[src/rtl/fifo_burst_reader.sv]
// Burst drain engine for a FWFT FIFO: pops bursts into a 2-entry skid buffer feeding a valid/ready stream.
// Optional partial-burst timeout is compiled in with `define FIFO_BURST_TIMEOUT_EN.
module fifo_burst_reader #(
  parameter int WIDTH     = 8,
  parameter int DEPTH     = 512,
  parameter int BURST_LEN = 16,
  parameter int TIMEOUT   = 255
) (
  input  logic                     clk,
  input  logic                     arst_n,
  input  logic [WIDTH-1:0]         fifo_dout,
  input  logic                     fifo_empty,
  input  logic [$clog2(DEPTH)-1:0] fifo_data_count,
  output logic                     fifo_rd_en,
  output logic [WIDTH-1:0]         m_data,
  output logic                     m_valid,
  input  logic                     m_ready,
  output logic                     m_last,
  output logic                     busy
);

  localparam int CNT_W = $clog2(DEPTH);
  localparam int BL_W  = $clog2(BURST_LEN + 1);
  localparam logic [CNT_W-1:0] BURST_THRESH = CNT_W'(BURST_LEN);
  localparam logic [BL_W-1:0]  BURST_MAX    = BL_W'(BURST_LEN);

  typedef enum logic [1:0] {IDLE, BURST, DRAIN} state_t;

  state_t            state_q, state_d;
  logic [BL_W-1:0]   beats_left_q, beats_left_d;
  logic [WIDTH-1:0]  head_data_p1, tail_data_p1;
  logic              head_last_p1, tail_last_p1;
  logic [1:0]        buf_cnt_q;
  logic              enq, deq, enq_last, start;

  function automatic logic [BL_W-1:0] clip_len(input logic [CNT_W-1:0] cnt);
    return (cnt >= BURST_THRESH) ? BURST_MAX : BL_W'(cnt);
  endfunction

`ifdef FIFO_BURST_TIMEOUT_EN
  localparam int TM_W = $clog2(TIMEOUT + 1);
  localparam logic [TM_W-1:0] TIMER_MAX = TM_W'(TIMEOUT);

  logic [TM_W-1:0] timer_q;

  function automatic logic [TM_W-1:0] sat_inc(input logic [TM_W-1:0] v);
    return (v == TIMER_MAX) ? v : v + TM_W'(1);
  endfunction

  assign start = (state_q == IDLE) &&
                 ((fifo_data_count >= BURST_THRESH) || (timer_q == TIMER_MAX && !fifo_empty));

  always_ff @(posedge clk or negedge arst_n) begin
    if (!arst_n)
      timer_q <= '0;
    else if (state_q != IDLE || fifo_empty || start)
      timer_q <= '0;
    else
      timer_q <= sat_inc(timer_q);
  end
`else
  assign start = (state_q == IDLE) && (fifo_data_count >= BURST_THRESH);
`endif

  assign m_valid  = (buf_cnt_q != 2'd0);
  assign m_data   = head_data_p1;
  assign m_last   = m_valid && head_last_p1;
  assign busy     = (state_q != IDLE);
  assign deq      = m_valid && m_ready;
  assign enq      = fifo_rd_en;
  assign enq_last = (beats_left_q == BL_W'(1));

  // A full buffer may still accept a pop when its head leaves in the same cycle.
  assign fifo_rd_en = (state_q == BURST) && !fifo_empty && (beats_left_q != '0) &&
                      ((buf_cnt_q != 2'd2) || deq);

  always_comb begin
    state_d      = state_q;
    beats_left_d = beats_left_q;
    case (state_q)
      IDLE: begin
        if (start) begin
          state_d      = BURST;
          beats_left_d = clip_len(fifo_data_count);
        end
      end
      BURST: begin
        if (enq) begin
          beats_left_d = beats_left_q - BL_W'(1);
          if (enq_last) state_d = DRAIN;
        end
      end
      DRAIN: begin
        if (deq && m_last) state_d = IDLE;
      end
      default: state_d = IDLE;
    endcase
  end

  always_ff @(posedge clk or negedge arst_n) begin
    if (!arst_n) begin
      state_q      <= IDLE;
      beats_left_q <= '0;
    end else begin
      state_q      <= state_d;
      beats_left_q <= beats_left_d;
    end
  end

  // Output buffer stage: head entry drives the stream, tail absorbs one stalled pop.
  always_ff @(posedge clk or negedge arst_n) begin
    if (!arst_n) begin
      head_data_p1 <= '0;
      tail_data_p1 <= '0;
      head_last_p1 <= 1'b0;
      tail_last_p1 <= 1'b0;
      buf_cnt_q    <= 2'd0;
    end else begin
      case ({enq, deq})
        2'b10: begin
          if (buf_cnt_q == 2'd0) begin
            head_data_p1 <= fifo_dout;
            head_last_p1 <= enq_last;
          end else begin
            tail_data_p1 <= fifo_dout;
            tail_last_p1 <= enq_last;
          end
          buf_cnt_q <= buf_cnt_q + 2'd1;
        end
        2'b01: begin
          head_data_p1 <= tail_data_p1;
          head_last_p1 <= tail_last_p1;
          buf_cnt_q    <= buf_cnt_q - 2'd1;
        end
        2'b11: begin
          if (buf_cnt_q == 2'd1) begin
            head_data_p1 <= fifo_dout;
            head_last_p1 <= enq_last;
          end else begin
            head_data_p1 <= tail_data_p1;
            head_last_p1 <= tail_last_p1;
            tail_data_p1 <= fifo_dout;
            tail_last_p1 <= enq_last;
          end
        end
        default: ;
      endcase
    end
  end

endmodule

[config.mk]
export PLATFORM = sky130hd
export DESIGN_NAME = fifo_burst_reader
export DESIGN_NICKNAME = d
export VERILOG_FILES = /design/src/rtl/fifo_burst_reader.sv
export SDC_FILE = /design/constraint.sdc
export NUM_CORES = 1
export LEC_CHECK = 0
export ABC_AREA = 1
export CORE_ASPECT_RATIO = 2
export CORE_MARGIN = 3
export CORE_UTILIZATION = 50
export CTS_BUF_LIST = sky130_fd_sc_hd__clkbuf_4 sky130_fd_sc_hd__clkbuf_8 sky130_fd_sc_hd__clkbuf_16
export DETAILED_ROUTE_END_ITERATION = 8
export HOLD_SLACK_MARGIN = 0.08
export PLACE_DENSITY_LB_ADDON = 0.25
export SLEW_MARGIN = 20
export SYNTH_ARGS = -nofsm -noshare
export SYNTH_HDL_FRONTEND = slang
export SYNTH_SLANG_ARGS = --single-unit
[constraint.sdc]
create_clock -name clk -period 2.95 [get_ports clk]
set_input_delay 0.4425 -clock clk [delete_from_list [all_inputs] [get_ports clk]]
set_output_delay 0.4425 -clock clk [all_outputs]
set_load 0.01 [all_outputs]
==> flow_summary.rst <==
.. list-table::
   :header-rows: 1

   * - Metric
     - Value
   * - Insertion delay of the later-clocked pin in the worst-skew pair
     - 0.27 ns
   * - Hold slack
     - 0.501 ns
   * - Number of cells produced by synthesis
     - 201
   * - Total global routing overflow
     - 0
   * - FF-to-FF setup slack
     - 0.56 ns
   * - GR Util met1
     - 20.2%
   * - Final Hold Fails
     - 0
   * - CP Data Arrival Time
     - 2.17 ns
   * - Setup crit end kind
     - primary output
   * - Warnings, synthesis
     - 0
   * - Setup TNS
     - 0 ns
   * - Hold Path Cell Cnt
     - 2
   * - Reg-to-Reg Start
     - buf_cnt_q[0]$_DFFE_PN0P_
   * - Kind of critical path
     - reg -> out
   * - Clock period minus final worst setup slack
     - 2.61 ns
   * - VDD IR-drop max
     - 0.528 mV
   * - Syn_area_per_cell
     - 7.89 sq um
   * - Total global routing track utilization
     - 19.1%
   * - Largest driver fanout on the critical path
     - 14
   * - Post-synthesis instance area
     - 0.00159 sq mm
   * - GR Util met3
     - 1.89%
   * - Global-route wire length before repair
     - 5.75 mm
   * - Detailed Route WL
     - 3.19 mm
   * - Count of cell types in the netlist
     - 23
   * - Number of flip-flops and latches in the synthesized netlist
     - 27
   * - Post-DP HPWL
     - 2.54 mm
   * - DRT antenna net count
     - 0
   * - Clock buffer count from CTS
     - 3
   * - Clock tree from TritonCTS
     - yes
   * - Diodes inserted
     - 0
   * - Clock slew at reported path FFs
     - 0.09 ns
   * - Ratio of final minimum period to clock period
     - 88.5%
   * - Min-Delay Startpoint
     - tail_data_p1[5]$_DFFE_PN0P_
   * - Clk_skew
     - 0.00160 ns
   * - Die Area
     - 0.00392 sq mm
   * - Max-capacitance violation count
     - 0
   * - Violation count after the first detailed-routing iteration
     - 20
   * - Final weighted congestion in routability-driven placement
     - 0.783
   * - Fill count
     - 282
   * - Final Power
     - 1.85 mW
   * - Antenna violations before repair
     - 0
   * - Placeable core region
     - 0.00301 sq mm
   * - Resized Gates After CTS
     - 0
   * - Cell row count
     - 28
   * - Peak clock frequency supported by timing
     - 383 MHz
   * - Category of the worst setup path launch point
     - flip-flop
   * - Clock H-tree levels
     - 1
   * - Initial Util
     - 52.6%
   * - Slew margin rel.
     - 76.5%
   * - Number of vias per cell
     - 5.17
   * - Die outline height
     - 85.6 um
   * - Worst R2R End
     - m_data[3]$_DFFE_PN0P_
   * - Number of global-route vias before repair
     - 1395
   * - Largest buffer count on any clock path
     - 2
   * - Proportion of layout cells with a drive suffix above 1
     - 9.75%
   * - Required time at the endpoint of the critical path
     - 2.51 ns
   * - Class of the most critical hold timing path
     - reg -> reg
   * - Critical path cell sequence
     - inv_1, ha_1, inv_2, nand2_4, nand2_4, nand3_4, inv_1, clkdlybuf4s50_1
   * - Slowest stage delay, CP
     - 0.55 ns
   * - Power per Cell Area
     - 931 mW/mm^2
   * - Count of nets after finishing
     - 267
   * - Met2 track utilization from global routing
     - 35.9%
   * - # clock sinks
     - 27
   * - GRT busiest layer
     - met2
   * - Chip width
     - 45.8 um
   * - Count of hold buffers inserted by post-cts repair
     - 0
   * - Mean routed wirelength per cell
     - 12.0 um
   * - Seq/Total Area, Yosys
     - 42.6%
   * - Post-route core utilization
     - 65.9%
   * - Max Transition Viols Final
     - 0
   * - Result of the run
     - finished clean
   * - Number of detailed-routing iterations run before antenna repair
     - 4
   * - # DRC
     - 0
   * - Count of buffers inserted at the top-level ports
     - 31
   * - Boundary pin count
     - 33
   * - Clock tree root buffer cell
     - sky130_fd_sc_hd__clkbuf_8
   * - Path depth of the worst reg2reg path
     - 14
   * - Via count
     - 1375
   * - Largest net degree at the start of global routing
     - 28
   * - Static Leakage
     - 0.988 nW
   * - Finish-stage setup viols
     - 0
   * - Critical-path top delay cell
     - sky130_fd_sc_hd__clkdlybuf4s50_1
   * - Slew at the pin with the worst max-slew slack
     - 0.352 ns
   * - # Post-CTS Setup Buffers
     - 0
   * - Endpoint of the worst hold path
     - tail_data_p1[5]$_DFFE_PN0P_
   * - Setup crit start
     - buf_cnt_q[0]$_DFFE_PN0P_
   * - Unrepaired setup endpoints after global routing
     - false
   * - Net count after synthesis
     - 231
   * - Area growth from synthesis to layout
     - 25.2%
==> state kept, by name, summed over array words and instances, names as in the netlist <==
name	count
beats_left_q	5
buf_cnt_q	2
head_last_p1	1
m_data	8
state_q	2
tail_data_p1	8
tail_last_p1	1
==> metal layers <==
metal / share of wire, % / up-vias
li1: - / 709
met1: 37 / 629
met2: 58 / 28
met3: 2.7 / 9
met4: 2.2 / 0
met5: 0 / -
==> critical path, delay by kind of cell, from the launching register on <==
kind / cells / cell delay [ns]
fa+ha+maj: 1 / 0.28
flops: 1 / 0.39
buf+inv: 4 / 0.87
simple gates: 3 / 0.36
==> how the worst max path moves through the flow <==
stage                                              to  slack, ns  cells after the start
after floorplan           tail_data_p1[5]$_DFFE_PN0P_       0.83                     12
after global routing                       fifo_rd_en       0.22                      8
final                                      fifo_rd_en       0.34                      8
after CTS                                  fifo_rd_en       0.31                      8
after detailed placement        m_data[5]$_DFFE_PN0P_       0.40                     12
after global placement          m_data[6]$_DFFE_PN0P_       0.45                     12
==> power by group <==
part / switching [mW] / internal [mW]
combinational: 0.568 / 0.427
sequential: 0.107 / 0.536
clock: 0.114 / 0.0959
total: 0.789 / 1.06
==> per-stage QoR <==
stage	setup WS (ns)	instances	instance area (sq um)
2_1_floorplan	0.827	201	1590
3_3_place_gp	0.449	262	1940
3_5_place_dp	0.402	262	1940
4_1_cts	0.314	266	1980
5_1_grt	0.216	266	1980
6_report	0.340	266	1980
==> final cells by class <==
type                            count  area (sq um)  area share, %
Multi-Input combinational cell    144           792           39.9
Sequential cell                    27           676           34.0
Timing Repair Buffer               33           325           16.4
Inverter                           28           105           5.30
Clock buffer                        3          41.3           2.08
Tap cell                           30          37.5           1.89
Clock inverter                      1          7.51          0.378
==> cell usage in the layout (no fill, tap or decap), drive strengths merged <==
| cell type | count |
|---|---|
| a21oi | 1 |
| buf | 2 |
| clkbuf | 3 |
| clkdlybuf4s50 | 31 |
| clkinvlp | 1 |
| dfrtp | 27 |
| ha | 9 |
| inv | 28 |
| nand2 | 63 |
| nand3 | 28 |
| nand4 | 2 |
| nor2 | 15 |
| o211ai | 1 |
| o21ai | 21 |
| o21bai | 1 |
| or2 | 1 |
| xnor2 | 2 |
==> cells in the mapped netlist <==
cell type,n,share of area [%]
sky130_fd_sc_hd__dfrtp_1,27,43
sky130_fd_sc_hd__nand4_4,1,1.3
sky130_fd_sc_hd__or2_2,1,0.39
sky130_fd_sc_hd__inv_2,4,0.95
sky130_fd_sc_hd__o21ai_0,11,3.5
sky130_fd_sc_hd__nand3_4,1,1.1
sky130_fd_sc_hd__a21oi_2,1,0.55
sky130_fd_sc_hd__ha_1,9,7.1
sky130_fd_sc_hd__nor2_4,1,0.71
sky130_fd_sc_hd__nand2_2,1,0.39
sky130_fd_sc_hd__nand2_1,58,14
sky130_fd_sc_hd__o21bai_2,1,0.71
sky130_fd_sc_hd__o21ai_1,10,3.2
sky130_fd_sc_hd__nand2_4,4,2.8
sky130_fd_sc_hd__nor2_1,14,3.3
sky130_fd_sc_hd__buf_4,1,0.47
sky130_fd_sc_hd__xnor2_1,2,1.1
sky130_fd_sc_hd__o211ai_2,1,0.79
sky130_fd_sc_hd__nand3_2,1,0.63
sky130_fd_sc_hd__nand3_1,26,8.2
sky130_fd_sc_hd__buf_2,1,0.32
sky130_fd_sc_hd__nand4_1,1,0.39
sky130_fd_sc_hd__inv_1,24,5.7
==> cells by family (layout without fill, tap and decap cells) <==
group,Yosys count,count (layout),synth area share [%]
compound gates,24,24,8.68
xor+xnor,2,2,1.11
simple gates,109,109,33.1
flops,27,27,42.6
fa+ha+maj,9,9,7.10
buf+inv,30,65,7.42
Power figures use the tool's default switching activity.
